File: config.mk
export PLATFORM = sky130hd
export DESIGN_NAME = solver_work_scheduler
export DESIGN_NICKNAME = d
export VERILOG_FILES = /design/src/rtl/miner_pkg.sv /design/src/rtl/solver_work_scheduler_arbiter.sv /design/src/rtl/solver_work_scheduler.sv
export SDC_FILE = /design/constraint.sdc
export NUM_CORES = 1
export LEC_CHECK = 0
export ABC_AREA = 1
export CORE_AREA = 2 2 611 613
export CTS_CLUSTER_DIAMETER = 40
export DETAILED_ROUTE_END_ITERATION = 8
export DIE_AREA = 0 0 613 615
export GPL_TIMING_DRIVEN = 0
export PLACE_DENSITY = 0.3
export RECOVER_POWER = 50
export SLEW_MARGIN = 30
export SYNTH_ARGS = -nofsm -noshare
export SYNTH_HDL_FRONTEND = slang
export SYNTH_SLANG_ARGS = --single-unit
File: constraint.sdc
create_clock -name clk -period 4.5 [get_ports clk]
set_clock_uncertainty 0.2 [all_clocks]
set_input_delay 0.675 -clock clk [delete_from_list [all_inputs] [get_ports clk]]
set_output_delay 0.675 -clock clk [all_outputs]
set_load 0.02 [all_outputs]
File: src/rtl/miner_pkg.sv
// Shared widths, scheduler state encoding and nonce-slice helper for the mining job path.
package miner_pkg;

   localparam int unsigned MIDSTATE_W = 256;
   localparam int unsigned TARGET_W   = 256;
   localparam int unsigned LEFTOVER_W = 96;
   localparam int unsigned NONCE_W    = 32;

   typedef enum logic [1:0] {
      IDLE   = 2'd0,
      LOAD   = 2'd1,
      RUN    = 2'd2,
      REPORT = 2'd3
   } sched_state_t;

   // Solver idx owns nonces [idx << (32-sw), (idx+1) << (32-sw)).
   function automatic logic [NONCE_W-1:0] slice_base(input int unsigned idx, input int unsigned sw);
      return NONCE_W'(idx) << (NONCE_W - sw);
   endfunction

endpackage

File: src/rtl/solver_work_scheduler_arbiter.sv
// Lowest-index priority pick among solvers reporting a hit, with the matching nonce.
module solver_result_arbiter
   import miner_pkg::*;
#(
   parameter int unsigned NUM_SOLVERS = 4,
   parameter int unsigned SW          = 2
) (
   input  logic [NUM_SOLVERS-1:0]         found,
   input  logic [NUM_SOLVERS*NONCE_W-1:0] nonce,
   output logic                           hit_c,
   output logic [SW-1:0]                  index_c,
   output logic [NONCE_W-1:0]             nonce_c
);

   // Walk from the top down so the lowest set index is the last one written.
   always_comb begin
      hit_c   = |found;
      index_c = '0;
      nonce_c = '0;
      for (int i = NUM_SOLVERS - 1; i >= 0; i--) begin
         if (found[i]) begin
            index_c = SW'(i);
            nonce_c = nonce[NONCE_W*i +: NONCE_W];
         end
      end
   end

endmodule

File: src/rtl/solver_work_scheduler.sv
// Runs one mining job across the solver array: broadcast, slice, collect first hit or exhaustion, abort.
module solver_work_scheduler
   import miner_pkg::*;
#(
   parameter int unsigned NUM_SOLVERS = 4,
   parameter int unsigned SW          = (NUM_SOLVERS > 1) ? $clog2(NUM_SOLVERS) : 1
) (
   input  logic                           clk,
   input  logic                           rst_n,
   input  logic                           work_valid,
   output logic                           work_ready,
   input  logic [MIDSTATE_W-1:0]          work_midstate,
   input  logic [TARGET_W-1:0]            work_target,
   input  logic [LEFTOVER_W-1:0]          work_leftovers,
   input  logic                           flush,
   output logic [MIDSTATE_W-1:0]          sol_midstate,
   output logic [TARGET_W-1:0]            sol_target,
   output logic [LEFTOVER_W-1:0]          sol_leftovers,
   output logic [NUM_SOLVERS-1:0]         sol_start,
   output logic [NUM_SOLVERS*NONCE_W-1:0] sol_nonce_base,
   output logic                           sol_abort,
   input  logic [NUM_SOLVERS-1:0]         sol_found,
   input  logic [NUM_SOLVERS-1:0]         sol_exhausted,
   input  logic [NUM_SOLVERS*NONCE_W-1:0] sol_nonce,
   output logic                           res_valid,
   input  logic                           res_ready,
   output logic [NONCE_W-1:0]             res_nonce,
   output logic [SW-1:0]                  res_solver,
   output logic                           job_exhausted,
   output logic                           busy,
   output logic [15:0]                    jobs_done,
   output logic [31:0]                    run_cycles
);

   sched_state_t                   state;
   logic [NUM_SOLVERS-1:0]         exh_sticky;
   logic [NUM_SOLVERS-1:0]         exh_next_c;
   logic [NUM_SOLVERS*NONCE_W-1:0] base_c;
   logic                           hit_c;
   logic [SW-1:0]                  hit_index_c;
   logic [NONCE_W-1:0]             hit_nonce_c;

   solver_result_arbiter #(
      .NUM_SOLVERS (NUM_SOLVERS),
      .SW          (SW)
   ) u_arbiter (
      .found   (sol_found),
      .nonce   (sol_nonce),
      .hit_c   (hit_c),
      .index_c (hit_index_c),
      .nonce_c (hit_nonce_c)
   );

   always_comb begin
      base_c = '0;
      for (int i = 0; i < NUM_SOLVERS; i++) begin
         base_c[NONCE_W*i +: NONCE_W] = slice_base(i, SW);
      end
   end

   // Exhaustion seen this cycle counts toward the all-searched decision.
   assign exh_next_c = exh_sticky | sol_exhausted;

   always_ff @(posedge clk) begin
      if (!rst_n) begin
         state          <= IDLE;
         work_ready     <= 1'b1;
         sol_midstate   <= '0;
         sol_target     <= '0;
         sol_leftovers  <= '0;
         sol_start      <= '0;
         sol_nonce_base <= '0;
         sol_abort      <= 1'b0;
         res_valid      <= 1'b0;
         res_nonce      <= '0;
         res_solver     <= '0;
         job_exhausted  <= 1'b0;
         busy           <= 1'b0;
         jobs_done      <= '0;
         run_cycles     <= '0;
         exh_sticky     <= '0;
      end else begin
         sol_start     <= '0;
         sol_abort     <= 1'b0;
         job_exhausted <= 1'b0;

         case (state)
            IDLE: begin
               if (work_valid) begin
                  sol_midstate   <= work_midstate;
                  sol_target     <= work_target;
                  sol_leftovers  <= work_leftovers;
                  sol_nonce_base <= base_c;
                  sol_start      <= '1;
                  exh_sticky     <= '0;
                  run_cycles     <= '0;
                  work_ready     <= 1'b0;
                  busy           <= 1'b1;
                  state          <= LOAD;
               end
            end

            LOAD: begin
               if (flush) begin
                  sol_abort  <= 1'b1;
                  work_ready <= 1'b1;
                  busy       <= 1'b0;
                  state      <= IDLE;
               end else begin
                  state <= RUN;
               end
            end

            RUN: begin
               if (run_cycles != '1) begin
                  run_cycles <= run_cycles + 32'd1;
               end
               exh_sticky <= exh_next_c;
               // Flush outranks a hit, and a hit outranks the final exhaustion.
               if (flush) begin
                  sol_abort  <= 1'b1;
                  work_ready <= 1'b1;
                  busy       <= 1'b0;
                  state      <= IDLE;
               end else if (hit_c) begin
                  res_nonce  <= hit_nonce_c;
                  res_solver <= hit_index_c;
                  res_valid  <= 1'b1;
                  sol_abort  <= 1'b1;
                  state      <= REPORT;
               end else if (&exh_next_c) begin
                  job_exhausted <= 1'b1;
                  sol_abort     <= 1'b1;
                  jobs_done     <= jobs_done + 16'd1;
                  work_ready    <= 1'b1;
                  busy          <= 1'b0;
                  state         <= IDLE;
               end
            end

            REPORT: begin
               if (flush) begin
                  sol_abort  <= 1'b1;
                  res_valid  <= 1'b0;
                  work_ready <= 1'b1;
                  busy       <= 1'b0;
                  state      <= IDLE;
               end else if (res_ready) begin
                  res_valid  <= 1'b0;
                  jobs_done  <= jobs_done + 16'd1;
                  work_ready <= 1'b1;
                  busy       <= 1'b0;
                  state      <= IDLE;
               end
            end

            default: begin
               work_ready <= 1'b1;
               busy       <= 1'b0;
               state      <= IDLE;
            end
         endcase
      end
   end

endmodule

Word level (Yosys, flattened, before mapping)
Cells that the tools add are included.
- reductions and logical operators: 16
- bitwise operators: 4
- add/subtract/negate cells: 2
- mux-type cells: 52
- equality and inequality tests: 17
- operators with widths (kind ; count):
    $mux W32 ; 6
    $mux W16 ; 5
    $pmux W32 S2 ; 1
    $add A32 B1 Y32 const B ; 1
    $ne A32 B32 Y1 const B ; 1
    $pmux W16 S2 ; 1
    $mux W2 ; 11
    $mux W1 ; 20
    $ne A2 B2 Y1 const B ; 9
    $add A16 B1 Y16 const B ; 1
    $ne A3 B3 Y1 const B ; 3
    $reduce_and A3 Y1 ; 3
    $mux W4 ; 2
    $pmux W1 S4 ; 2
    $pmux W2 S4 ; 1
    $pmux W4 S2 ; 1
    $reduce_and A4 Y1 ; 2
    $reduce_or A7 Y1 ; 1
    $reduce_and A2 Y1 ; 3
    $reduce_and A6 Y1 ; 1
    $reduce_and A5 Y1 ; 1
    $eq A2 B2 Y1 const B ; 2
    $ne A4 B4 Y1 const B ; 1
    $or A4 B4 Y4 ; 1
    other kinds (7) ; 11
- flip-flop bits (word level): 706
- word-level logic and storage cells: 107
- output and inout bits: 827
- input bits: 749

Logic depth before layout (Yosys ltp)
- depth after elaboration: 6
- depth in mapped cells: 12
- gate-level depth less buffers: 11

Modules after synthesis
A second synthesis with hierarchy kept.
- cell total of the unflattened synthesis: 3787
- area total of the unflattened synthesis: 27895.5 um^2
- modules (own cells, without submodules) (module ; area an instance (um^2) ; times used ; cells each):
    solver_work_scheduler ; 26404.1 ; 1 ; 3497
    solver_result_arbiter ; 1491.4 ; 1 ; 290

Least setup slack after synthesis
Ideal clock, no wire load.
- path type: reg-to-reg
- start: register run_cycles[0]
- end: register run_cycles[17]
- data arrival time: 1774 ps
- slack: 2418 ps
- data required time: 4191 ps
- cell stages (with the launch flop): 13
- period minus slack after synthesis: 2082 ps
- library setup time: 109 ps
- path buffers: 2
- path through: dfxtp_1 -> ha_1 -> nand2_2 -> nor2_4 -> nand3_2 -> nor2_4 -> nand3_4 -> buf_6 -> buf_8 -> nand3_2 -> nand2_1 -> nand2_1 -> inv_1
- cells in the longest elaborated chain, start to end: 3
- elaborated cells on any way between the ends: 6
- ends and longest elaborated chain (item ; RTL line ; RTL):
    start: declaration ; solver_work_scheduler.sv:32 ; output logic [31:0] run_cycles
    start signal: assignment ; solver_work_scheduler.sv:116 ; run_cycles <= run_cycles + 32'd1;
    $add A32 B1 Y32 or $ne A32 B32 Y1 (tied branches) ; solver_work_scheduler.sv:116, solver_work_scheduler.sv:115 ;
    $mux W32 or $ne A2 B2 Y1 (tied branches) ; - ;
    $pmux W32 S2 or $reduce_and A3 Y1 (tied branches) ; - ;
Parallel ways exist; a longest one is shown, timed or not. The select of a mux whose other input is x is not followed.
A chain may end at the register's enable or synchronous reset.

Final worst setup path
- start: register state[1]
- end: register sol_target[88]
- cells in the longest elaborated chain, start to end: 2
- ends and longest elaborated chain (item ; RTL line ; RTL):
    start: declaration ; solver_work_scheduler.sv:35 ; sched_state_t state;
    start signal: assignment ; solver_work_scheduler.sv:66 ; state <= IDLE;
    start signal: assignment ; solver_work_scheduler.sv:99 ; state <= LOAD;
    start signal: assignment ; solver_work_scheduler.sv:108 ; state <= IDLE;
    $logic_not A2 Y1 ; solver_work_scheduler.sv:87 ; case (state)
    $reduce_and A2 Y1 (no source line) ; - ;
    end signal: assignment ; solver_work_scheduler.sv:91 ; sol_target <= work_target;
    end: declaration ; solver_work_scheduler.sv:17 ; output logic [TARGET_W-1:0] sol_target,
No other way between the ends.

==> flow_summary.yaml <==
run_status:
  outcome: "completed"
sta:
  hold_viol: 0
  tightest_slew_ns: 1.19
  slew-limit-headroom_pct: 19.8
  fin_crit_sh_pct: 84.0
  slew_viol_final: 0
  max_freq_ghz: 0.265
  grt_setup_unrepaired: "false"
  finalSetupViolations: 0
  fin_crit_ns: 3.78
  layout_setup_ws_ns: 0.720
placed_design:
  place_ws_ns: 0.269
  post_dp_cell_area_um2: 48700
  gp_congestion: 0.934
  hpwl_um: 264000
  io_buffers: 1451
power:
  ir_worst_vdd_mv: 0.318
  p_leak_nw: 20.9
  powerDensity_nw_per_um2: 516
logic_synthesis:
  yosys_warnings: 0
  synth-xor-area-share_pct: 0.225
  synth-edff-count: 0
  synth_flop_cell: "dfxtp_1"
  syn_area_um2: 27300
  synth_compound_area_share_pct: 15.4
  yosysSeqAreaShare_pct: 51.6
  syn_inst: 3655
  synthAdderAreaFrac_pct: 0.0917
  ys_async_sr_fraction_pct: 0
  syn_avg_cell_area_um2: 7.47
  yosys.area_share.simple_pct: 24.2
  ys_types: 38
  synth_top_family_by_area: "simple AND/OR/NAND/NOR gates"
  synthMuxAreaShare_pct: 0
  synth-seq-cells: 703
clock_network:
  cts.sinks: 703
  cts_root_buf: "clkbuf_16"
  clock_latency_ns: 0.82
  cts_setup_buffers: 0
  path_clk_slew_ns: 0.05
  postCtsHoldBufs: 0
  cts.repair.resized: 0
  cts_buffers: 188
  cts_max_level: 4
  ctsLongestPathBuffers: 4
  tritoncts: "built"
layout:
  final_area_um2: 55200
  area_delta_synth_final_pct: 102
  layout-drive-gt1-share_pct: 9.41
  final_common_cell: "nor2_1"
  nFillCells: 42200
  fin_nets: 6177
  layout_common_cells: "nor2_1, clkdlybuf4s50_1, dfxtp_1, o21ai_0, dlygate4sd3_1"
setup_path:
  required_ns: 5.08
  start_kind: "flop"
  r2r-end: "sol_target[88]"
  r2r_cells: 7
  cp_max_fo: 10
  reg2reg_setup_slack_ns: 0.72
  endpoint_kind: "flop"
  worstPathArrival_ns: 4.36
  r2r_start: "state[1]"
  critPathKind: "reg2reg"
min_path:
  holdCritPathClass: "in2reg"
  hold_end: "sol_target[13]"
  hold_depth: 3
  worstHoldStart: "work_target[13]"
route:
  drc: 0
  wire_per_inst_um: 28.2
  vias: 33400
  viasPerCell: 3.15
  dr.pass1.iters: 8
  wirelength_um: 299000
  postRouteAntennaNets: 0
  drt_first_iter_violations: 2411
global_route:
  grt_overflow: 0
  grtUsageMet1_pct: 18.1
  busiest_layer: "met2"
  grt_pass1_wl_um: 369000
  use_met3_pct: 5.46
  grt_pass1_vias: 31400
  antenna_found_initial: 258
  globalRouteMet2Util_pct: 26.0
  track_usage_pct: 15.2
  grt_max_degree: 17
floorplan:
  dieArea_um2: 377000
  core_um2: 371000
  dieHeight_um: 615
  core.rowCount: 224
  initial_core_util_pct: 7.36
  pin_count: 1576
  chipWidth_um: 613
run:
  maxCapViolations: 0
flip-flops by register name (all words and copies together), names as in the netlist, 2 cells and up:
name	flops
sol_target	256
run_cycles	32
sol_midstate	256
jobs_done	16
state	2
res_solver	2
res_nonce	32
sol_leftovers	96
exh_sticky	4
worst max-delay path by stage:
stage               cells past startpoint  slack, ns           from                end
floorplan                              12       2.42  run_cycles[0]     run_cycles[17]
global placement                        6      -0.28     work_valid  sol_midstate[230]
detailed placement                      7       0.27     work_valid   sol_midstate[80]
CTS                                     7       0.88       state[1]   sol_midstate[80]
global route                            7       0.47       state[1]     sol_target[90]
finish                                  7       0.72       state[1]     sol_target[88]
critical path, cell delays in order, from the launching register on:
cell      delay [ns]
dfxtp_1         0.35
nor2_1          0.31
nand2_1         0.28
inv_1           0.57
clkbuf_1        0.94
clkbuf_1        0.82
nor2_1          0.08
nor2_1          0.13
logic make-up after synthesis:
kind of cell | count (synthesis)
and+or+nand+nor | 1681
AOI/OAI and AO/OA | 795
DFF | 703
buffers and inverters | 466
xor gates and xnor gates | 7
adders and majority gates | 2
other | 1
metrics by stage:
step	instances	hold WS, ns	TNS (ns)	power (mW)	utilization (%)
after floorplan	3778	0.236	0	10.4	-
after global placement	10200	0.245	-2.59	14.8	13.1
after detailed placement	10200	0.252	0	14.8	13.1
after CTS	10600	0.112	0	29.2	14.9
after global routing	10600	0.182	0	29.7	14.9
final	10600	0.233	0	28.5	14.9
cell usage after synthesis, drive strengths merged (9+ instances only):
cell type / instances / area share, %
nor3: 22 / 0.42
dfxtp: 703 / 52
nand3: 64 / 1.3
nor2: 1304 / 18
o221ai: 31 / 1.0
nand4: 13 / 0.34
o211ai: 34 / 0.94
or2: 9 / 0.21
nand2: 266 / 3.7
a21oi: 72 / 1.3
inv: 86 / 1.2
buf: 193 / 4.8
o21ai: 653 / 12
clkbuf: 185 / 2.5
power by group:
group | switching, mW | internal, mW | leakage (nW) | total (mW)
combinational | 4.36 | 2.49 | 11.9 | 6.85
clock | 4.70 | 9.38 | 3.17 | 14.1
sequential | 0.500 | 7.06 | 5.81 | 7.56
layer usage:
layer  share of wire, %  routed length [µm]  up-vias
met4                2.6                7700       90
met2                 48              143000     1627
met3                9.5               28400      492
met5               0.19                 566        -
met1                 40              120000    15800
li1                   -                   -    15300
layout make-up:
| cell class | instances | area (µm²) | share of cell area, % |
|---|---|---|---|
| repair buffers | 1458 | 14700 | 26.6 |
| clock buffers | 243 | 5290 | 9.58 |
| diodes | 53 | 133 | 0.240 |
| multi-input cells | 2609 | 11300 | 20.5 |
| inverters | 88 | 330 | 0.598 |
| flip-flops and latches | 703 | 14100 | 25.5 |
| clock inverters | 100 | 1260 | 2.29 |
| well taps | 4972 | 6220 | 11.3 |
| plain buffers | 378 | 1960 | 3.54 |
Note: power is estimated with default switching activity, not from simulation.
